## src/rtl/mem_fetch_unit.sv

```systemverilog
// ---------------------------------------------------------------------------
// mem_fetch_unit
//
// Instruction-fetch and memory stage sitting directly behind the control unit.
// Holds the unified program/data RAM, the program counter, the upper/lower
// instruction registers (IRU/IRL) and the memory data register (MDR). The
// control unit's strobes are executed on every rising edge. A host program
// port can own the RAM (prog_en) to load or inspect contents between runs.
//
// Ports
//   clk        : single clock, all state updates on the rising edge
//   rst        : synchronous active-high reset (PC/IRU/IRL/MDR, never RAM)
//   load_pc    : PC <- IRL (jump), wins over incr_pc
//   incr_pc    : PC <- PC + 1, wraps modulo 2^ADDR_W
//   load_iru   : IRU <- MDR
//   load_irl   : IRL <- MDR
//   fetch      : address select, 1 = PC, 0 = IRL
//   store_mem  : RAM[IRL] <- ac_in, only when fetch = 0 and host is idle
//   ac_in      : accumulator value for core stores
//   prog_en    : host owns RAM, core strobes ignored, PC/IRU/IRL frozen
//   prog_we    : host write strobe (needs prog_en)
//   prog_addr  : host write/read address
//   prog_data  : host write data
//   opcode     : IRU contents
//   operand    : IRL contents
//   mdr        : registered RAM read data (1-cycle latency, read-first)
//   pc         : current program counter
//   mem_addr   : address presented to RAM this cycle
// ---------------------------------------------------------------------------
module mem_fetch_unit #(
  parameter int ADDR_W = 8,
  parameter int DATA_W = 8
) (
  input  logic              clk,
  input  logic              rst,
  input  logic              load_pc,
  input  logic              incr_pc,
  input  logic              load_iru,
  input  logic              load_irl,
  input  logic              fetch,
  input  logic              store_mem,
  input  logic [DATA_W-1:0] ac_in,
  input  logic              prog_en,
  input  logic              prog_we,
  input  logic [ADDR_W-1:0] prog_addr,
  input  logic [DATA_W-1:0] prog_data,
  output logic [DATA_W-1:0] opcode,
  output logic [DATA_W-1:0] operand,
  output logic [DATA_W-1:0] mdr,
  output logic [ADDR_W-1:0] pc,
  output logic [ADDR_W-1:0] mem_addr
);

  localparam int DEPTH = 1 << ADDR_W;

  // Storage and architectural registers
  logic [DATA_W-1:0] ram_r [DEPTH];
  logic [ADDR_W-1:0] pc_r;
  logic [DATA_W-1:0] iru_r;
  logic [DATA_W-1:0] irl_r;
  logic [DATA_W-1:0] mdr_r;

  // Combinational helpers
  logic [ADDR_W-1:0] irl_addr_s;
  logic [ADDR_W-1:0] addr_s;
  logic [ADDR_W-1:0] pc_next_s;
  logic              host_we_s;
  logic              core_we_s;
  logic              core_en_s;

  // IRL carries a data-width value; only its low ADDR_W bits form an address.
  function automatic logic [ADDR_W-1:0] irl_to_addr(input logic [DATA_W-1:0] v);
    return ADDR_W'(v);
  endfunction

  // Wrapping increment: the carry out of the top bit is simply dropped.
  function automatic logic [ADDR_W-1:0] pc_plus_one(input logic [ADDR_W-1:0] v);
    return v + ADDR_W'(1);
  endfunction

  assign irl_addr_s = irl_to_addr(irl_r);
  assign core_en_s  = ~prog_en;
  assign host_we_s  = prog_en & prog_we;
  // Reset suppresses core stores; host writes still go through during reset.
  assign core_we_s  = store_mem & ~fetch & core_en_s & ~rst;

  // RAM address mux: host first, then PC for instruction fetch, else operand.
  always_comb begin
    addr_s = {ADDR_W{1'b0}};
    if (prog_en) begin
      addr_s = prog_addr;
    end else if (fetch) begin
      addr_s = pc_r;
    end else begin
      addr_s = irl_addr_s;
    end
  end

  // Next PC: jump beats increment, otherwise hold.
  always_comb begin
    pc_next_s = pc_r;
    if (load_pc) begin
      pc_next_s = irl_addr_s;
    end else if (incr_pc) begin
      pc_next_s = pc_plus_one(pc_r);
    end else begin
      pc_next_s = pc_r;
    end
  end

  // RAM write port; RAM is deliberately never reset so programs survive rst.
  always_ff @(posedge clk) begin
    if (host_we_s) begin
      ram_r[prog_addr] <= prog_data;
    end else if (core_we_s) begin
      ram_r[irl_addr_s] <= ac_in;
    end
  end

  // MDR, PC and instruction registers. MDR samples the RAM before this edge's
  // write lands, giving read-first behaviour on a same-address collision.
  always_ff @(posedge clk) begin
    if (rst) begin
      pc_r  <= {ADDR_W{1'b0}};
      iru_r <= {DATA_W{1'b0}};
      irl_r <= {DATA_W{1'b0}};
      mdr_r <= {DATA_W{1'b0}};
    end else begin
      mdr_r <= ram_r[addr_s];
      if (core_en_s) begin
        pc_r <= pc_next_s;
        // Both IR loads see the same (pre-edge) MDR value.
        if (load_iru) begin
          iru_r <= mdr_r;
        end
        if (load_irl) begin
          irl_r <= mdr_r;
        end
      end
    end
  end

  assign opcode   = iru_r;
  assign operand  = irl_r;
  assign mdr      = mdr_r;
  assign pc       = pc_r;
  assign mem_addr = addr_s;

endmodule

```

## config.mk

```make
export PLATFORM = sky130hd
export DESIGN_NAME = mem_fetch_unit
export DESIGN_NICKNAME = d
export VERILOG_FILES = /design/src/rtl/mem_fetch_unit.sv
export SDC_FILE = /design/constraint.sdc
export NUM_CORES = 2
export LEC_CHECK = 0
export CORE_ASPECT_RATIO = 1.4
export CORE_UTILIZATION = 57
export DETAILED_ROUTE_END_ITERATION = 8
export DONT_BUFFER_PORTS = 1
export PLACE_DENSITY = 0.82
export REMOVE_ABC_BUFFERS = 1
export SYNTH_ARGS = -nofsm -noshare
export SYNTH_HDL_FRONTEND = slang
export SYNTH_SLANG_ARGS = --single-unit
export TNS_END_PERCENT = 20
```

## constraint.sdc

```tcl
create_clock -name clk -period 4.48 [get_ports clk]
set_clock_uncertainty 0.2 [all_clocks]
set_input_delay 0.672 -clock clk [delete_from_list [all_inputs] [get_ports clk]]
set_output_delay 0.672 -clock clk [all_outputs]
set_load 0.01 [all_outputs]
```

; ---- Yosys cells after proc, flatten, opt, wreduce, memory -nomap -nowiden
; Memory sizes are Yosys's and may differ from the RTL's. A register that Yosys moved wholly into a read port is not among the register bits.
; Cells that the tools add are included.
[op_classes]
addsub = 1
muxes = 12
n_bitwise = 7
n_reduce_logical = 5
[op_table]
columns = operator, count
row1 = 8-bit two-way mux, 6
row2 = "8-bit by 1-bit adder with 8-bit output, second input constant", 1
row3 = 8-bit OR reduction, 1
row4 = 1-bit two-way mux, 6
row5 = 2-bit AND reduction, 3
row6 = 1-bit AND, 4
row7 = 1-bit NOT, 3
row8 = 2-bit nonzero test, 1
[word_totals]
ff_bits = 24
ramBits = 2048
input_bits = 34
out_inout_bits = 40
wordCells = 29
mem_count = 1
[memory_table]
columns = name, words, word_bits, read_ports, rd_ports_with_merged_regs, wr, line_no
row1 = ram_r, 256, 8, 1, 1, 1, 57  ; logic [DATA_W-1:0] ram_r [DEPTH];

; ---- Depth between registers and ports, before layout
[logic_depth]
ltp_word = 9
ltp_mapped = 16
depth_no_buf = 10

; ---- Worst setup path before layout
; Ideal clock, no wire load.
[synth_timing]
path_type = input to register
from = input prog_en
to = memory ram_r[0][0] (data pin)
setup_time_ps = 556
arrival_ps = 3688
required_ps = 3724
setup_slack_ps = 37
stages = 6
n_path_buf = 4
cell_sequence = buf_2 -> buf_2 -> nor4b_2 -> buf_2 -> buf_2 -> mux2_2
[synth_via]
elab_chain_cells = 8
elab_cells_between_ends = 9
classes_between = mux (4) / bitwise (4) / reduce/logical (1)
[synth_rtl]
columns = element, line_no
row1 = start: declaration, 43  ; input logic prog_en,
row2 = 1-bit NOT (no source line), -
row3 = 1-bit AND (2 in a row), 85  ; assign core_we_s = store_mem & ~fetch & core_en_s & ~rst;
row4 = 1-bit two-way mux, 115  ; end else if (core_we_s) begin
row5 = 1-bit two-way mux (*), 113  ; if (host_we_s) begin
row6 = 1-bit two-way mux (not written as such) (*), 116  ; ram_r[irl_addr_s] <= ac_in;
row7 = 8-bit OR reduction (no source line) (*), -
row8 = 8-bit two-way mux (no source line) (*), -
row9 = end: declaration, 57
; Every way passes the cells marked *; elsewhere a longest branch is shown, timed or not.

; ---- Worst setup path after layout
[layout_timing]
from = register pc_r[2] (netlist: pc[2])
to = register mdr_r[1] (netlist: mdr[1]), read port of ram_r
[layout_via]
elab_chain_cells = 2
[layout_rtl]
columns = element, line_no
row1 = start: declaration, 58  ; logic [ADDR_W-1:0] pc_r;
row2 = start signal: assignment, 124  ; pc_r <= {ADDR_W{1'b0}};
row3 = start signal: assignment, 131  ; pc_r <= pc_next_s;
row4 = 8-bit two-way mux, 92  ; end else if (fetch) begin
row5 = 8-bit two-way mux, 90  ; if (prog_en) begin
row6 = end: declaration, 61  ; logic [DATA_W-1:0] mdr_r;
; Every way passes these cells.
; A chain may end at the register's enable or synchronous reset.

==> flow_metrics.tcl <==
set metrics [dict create \
    power_switching_w 0.00947 \
    rows 165 \
    ys_warn_count 0 \
    die_width_um 324 \
    synth_top_family_by_area "simple AND/OR/NAND/NOR gates" \
    start_util_pct 57.4 \
    yosys.area_share.simple_pct 15.6 \
    wl_um 245000 \
    setup_ws_ns -0.165 \
    vias 56266 \
    violations "DRC, capacitance limit, slew limit, setup timing" \
    syn_area_per_cell_um2 13.5 \
    top_layer "met5" \
    wl_met3_um 32300 \
    synth_compound_area_share_pct 3.38 \
    p_int_w 0.0307 \
    hold_class "input pin to flip-flop" \
    startpoint_type "flip-flop" \
    routed_via_density 6.65 \
    setup_violations 2 \
    synthCells 6159 \
    status "finished, violations left" \
    arrival_ns 5.24 \
    worstMarginPinSlew_ns 1.59 \
    clockBufferDepth 3 \
    cts_sinks 2080 \
    clk_pin_slew_worst_paths_ns 0.07 \
    pwr-share-seq_pct 53.6 \
    power_frac_comb_pct 8.0 \
    io_pins 74 \
    clkLatencyLatePin_ns 0.85 \
    hold_violations 0 \
    seq_area_um2 62100 \
    synth_xor_area_share_pct 0 \
    final_antenna_net_count 0 \
    wl_per_cell_um 29.0 \
    multi_input_area_um2 19200 \
    clkPwrFrac_pct 38.4 \
    p_sw_share_pct 23.6 \
    grtUsageTotal_pct 32.9 \
    wl_met1_um 74400 \
    async_flop_share_pct 0 \
    hold_slack_ns 0.0288 \
    floorplan.die_area_um2 147000 \
    htreeDepth 4 \
    crit_chain "mux2i_1, o21a_4, inv_8, nor2_2, buf_12, nand3_1, and3_1, a311oi_1, a31o_2, a221o_1" \
    required_ns 5.07 \
    dr_wl_met2_um 114000 \
    period_minus_slack_ns 4.64 \
    relSlewSlack_pct -6.86 \
    cp_max_fo 43 \
    synth_seq_cells 2080 \
    stdcell_area_um2 93500 \
    rsz0062_at_grt "no" \
    root_buffer "clkbuf_16" \
    crit_type "flip-flop to flip-flop" \
    p_leak_nw 31.6 \
    synth_adder_area_share_pct 0.0151 \
    ir_drop_mv 0.455 \
    nets 6420 \
    critical-path-max-stage-delay_ns 1.24 \
    synth_edf_count 2048 \
    grt_pass1_vias 54541 \
    grt_max_degree 157 \
    antenna_found_initial 17 \
    route.detailed.drc 1 \
    synthFlopType "edfxtp_1" \
    cts_tree "built" \
    powerDensity_nw_per_um2 430 \
    die_height_um 453 \
    grt_pass1_wl_um 352000 \
    synth.distinct_cells 60 \
    drtIter0Drc 9544 \
    ys_seq_area_share_pct 74.9 \
    syn_area_um2 82900 \
    gp_congestion 1.02 \
    overflow 0 \
    slew_violations 2 \
    coreArea_um2 145000 \
    end_kind "flip-flop" \
    area_growth_pct 12.7 \
    drv_cap 1 \
    post_cts_buffers 0 \
    first_pass_iters 9 \
    period_share_pct 104 \
    slowest_stage "a311oi_1" \
    cts_inserted_buffers 178 \
    fmax_mhz 215 \
    n_fill_cell 9405 \
    dpl-instance-area_um2 87600 \
    synthMuxAreaShare_pct 3.82 \
    dp_hpwl_um 150000 \
    final_layout_size_suffix_gt1_share_pct 12.5 \
    io_buffers 0 \
]
[routing by layer]
metal  track usage, %  up-vias
li1                 -    23128
met1             37.0    26974
met2             52.2     4862
met3             9.39     1284
met4             27.5       18
met5            0.519        -
[worst max-delay path: cells and delay by family, from the launching register on]
kind | cells | cell delay, ns
simple gates | 3 | 1.26
mux | 1 | 0.24
flops | 1 | 0.45
compound gates | 4 | 1.91
buf+inv | 2 | 0.49
[Yosys cell counts, types with 42 or more instances]
| cell type | number | area (µm²) |
|---|---|---|
| clkbuf_1 | 172 | 646 |
| nand3_1 | 923 | 4620 |
| nand2_1 | 1678 | 6300 |
| a31oi_1 | 78 | 488 |
| mux2i_1 | 114 | 1140 |
| edfxtp_1 | 2048 | 61500 |
| buf_4 | 42 | 315 |
| a32oi_1 | 87 | 762 |
| buf_2 | 137 | 686 |
| mux4_2 | 85 | 1910 |
| nand4_1 | 46 | 288 |
| nor2_1 | 324 | 1220 |
| a21oi_1 | 121 | 606 |
[cell type report]
cell class	count	area share [%]
clock buffers	211	4.94
inverters	9	0.0602
diodes	11	0.0295
repair buffers	435	4.18
flip-flops and latches	2080	66.5
multi-input cells	3681	20.5
clock inverters	112	1.23
well taps	1920	2.57
[final timing paths]
check,startpoint,to,slack (ns),cells after the start
worst max-delay path,pc[2],mdr[1],-0.16,10
worst max register to register,pc[2],mdr[1],-0.16,10
worst min-delay path,load_pc,pc[3],0.03,5
worst min register to register,opcode[7],opcode[7],0.32,2
[power by group through the flow]
| stage | sequential (W) | clock (W) | combinational, W |
|---|---|---|---|
| finish | 0.0215 | 0.0154 | 0.00323 |
| global route | 0.0215 | 0.0161 | 0.00332 |
| CTS | 0.0215 | 0.0154 | 0.00308 |
| detailed placement | 0.0220 | 0 | 0.00303 |
| global placement | 0.0219 | 0 | 0.00294 |
| floorplan | 0.0220 | 0 | 0.00186 |
[flip-flops by register name, indices dropped and copies added (netlist names)]
register  cells
opcode        8
mdr           8
operand       8
ram_r      2048
pc            8
[kinds of logic (layout without fill, tap and decap cells)]
| logic type | after synthesis | after routing |
|---|---|---|
| and+or+nand+nor | 3053 | 3053 |
| DFF | 2080 | 2080 |
| AOI/OAI and AO/OA | 418 | 418 |
| buffers and inverters | 398 | 767 |
| muxes | 209 | 209 |
| adders and majority gates | 1 | 1 |
| other | 0 | 11 |
[cells in the final DEF, fill, tap and decap left out, drive strengths merged, types with 13 or more instances in the layout]
| cell | instances |
|---|---|
| edfxtp | 2048 |
| nand2 | 1678 |
| nand3 | 923 |
| buf | 428 |
| nor2 | 324 |
| clkbuf | 211 |
| a21oi | 121 |
| mux2i | 114 |
| a32oi | 87 |
| mux4 | 85 |
| clkinv | 81 |
| a31oi | 78 |
| nand4 | 46 |
| o21ai | 36 |
| dfxtp | 32 |
| nor4 | 26 |
| inv | 19 |
| bufinv | 17 |
| o22ai | 16 |
| a22oi | 14 |
| and3 | 13 |
[through the flow]
stage          utilization, %  worst slack [ns]  instances  TNS [ns]  total power [W]
6_report                 64.7            -0.165       8459    -0.247           0.0402
5_1_grt                  64.7            0.0947       8450         0           0.0409
4_1_cts                  64.7             0.174       8448         0           0.0400
3_5_place_dp             60.6            0.0821       8117         0           0.0250
3_3_place_gp             60.6            -0.310       8116    -0.310           0.0249
2_1_floorplan               -            -27.45       5770  -2093.08           0.0238
[timing repair]
action,in CTS,in global routing
resized for setup,0,0
endpoints found under the hold margin,39,0
hold buffers,8,0
No activity file was read; power rests on OpenSTA's default activity.
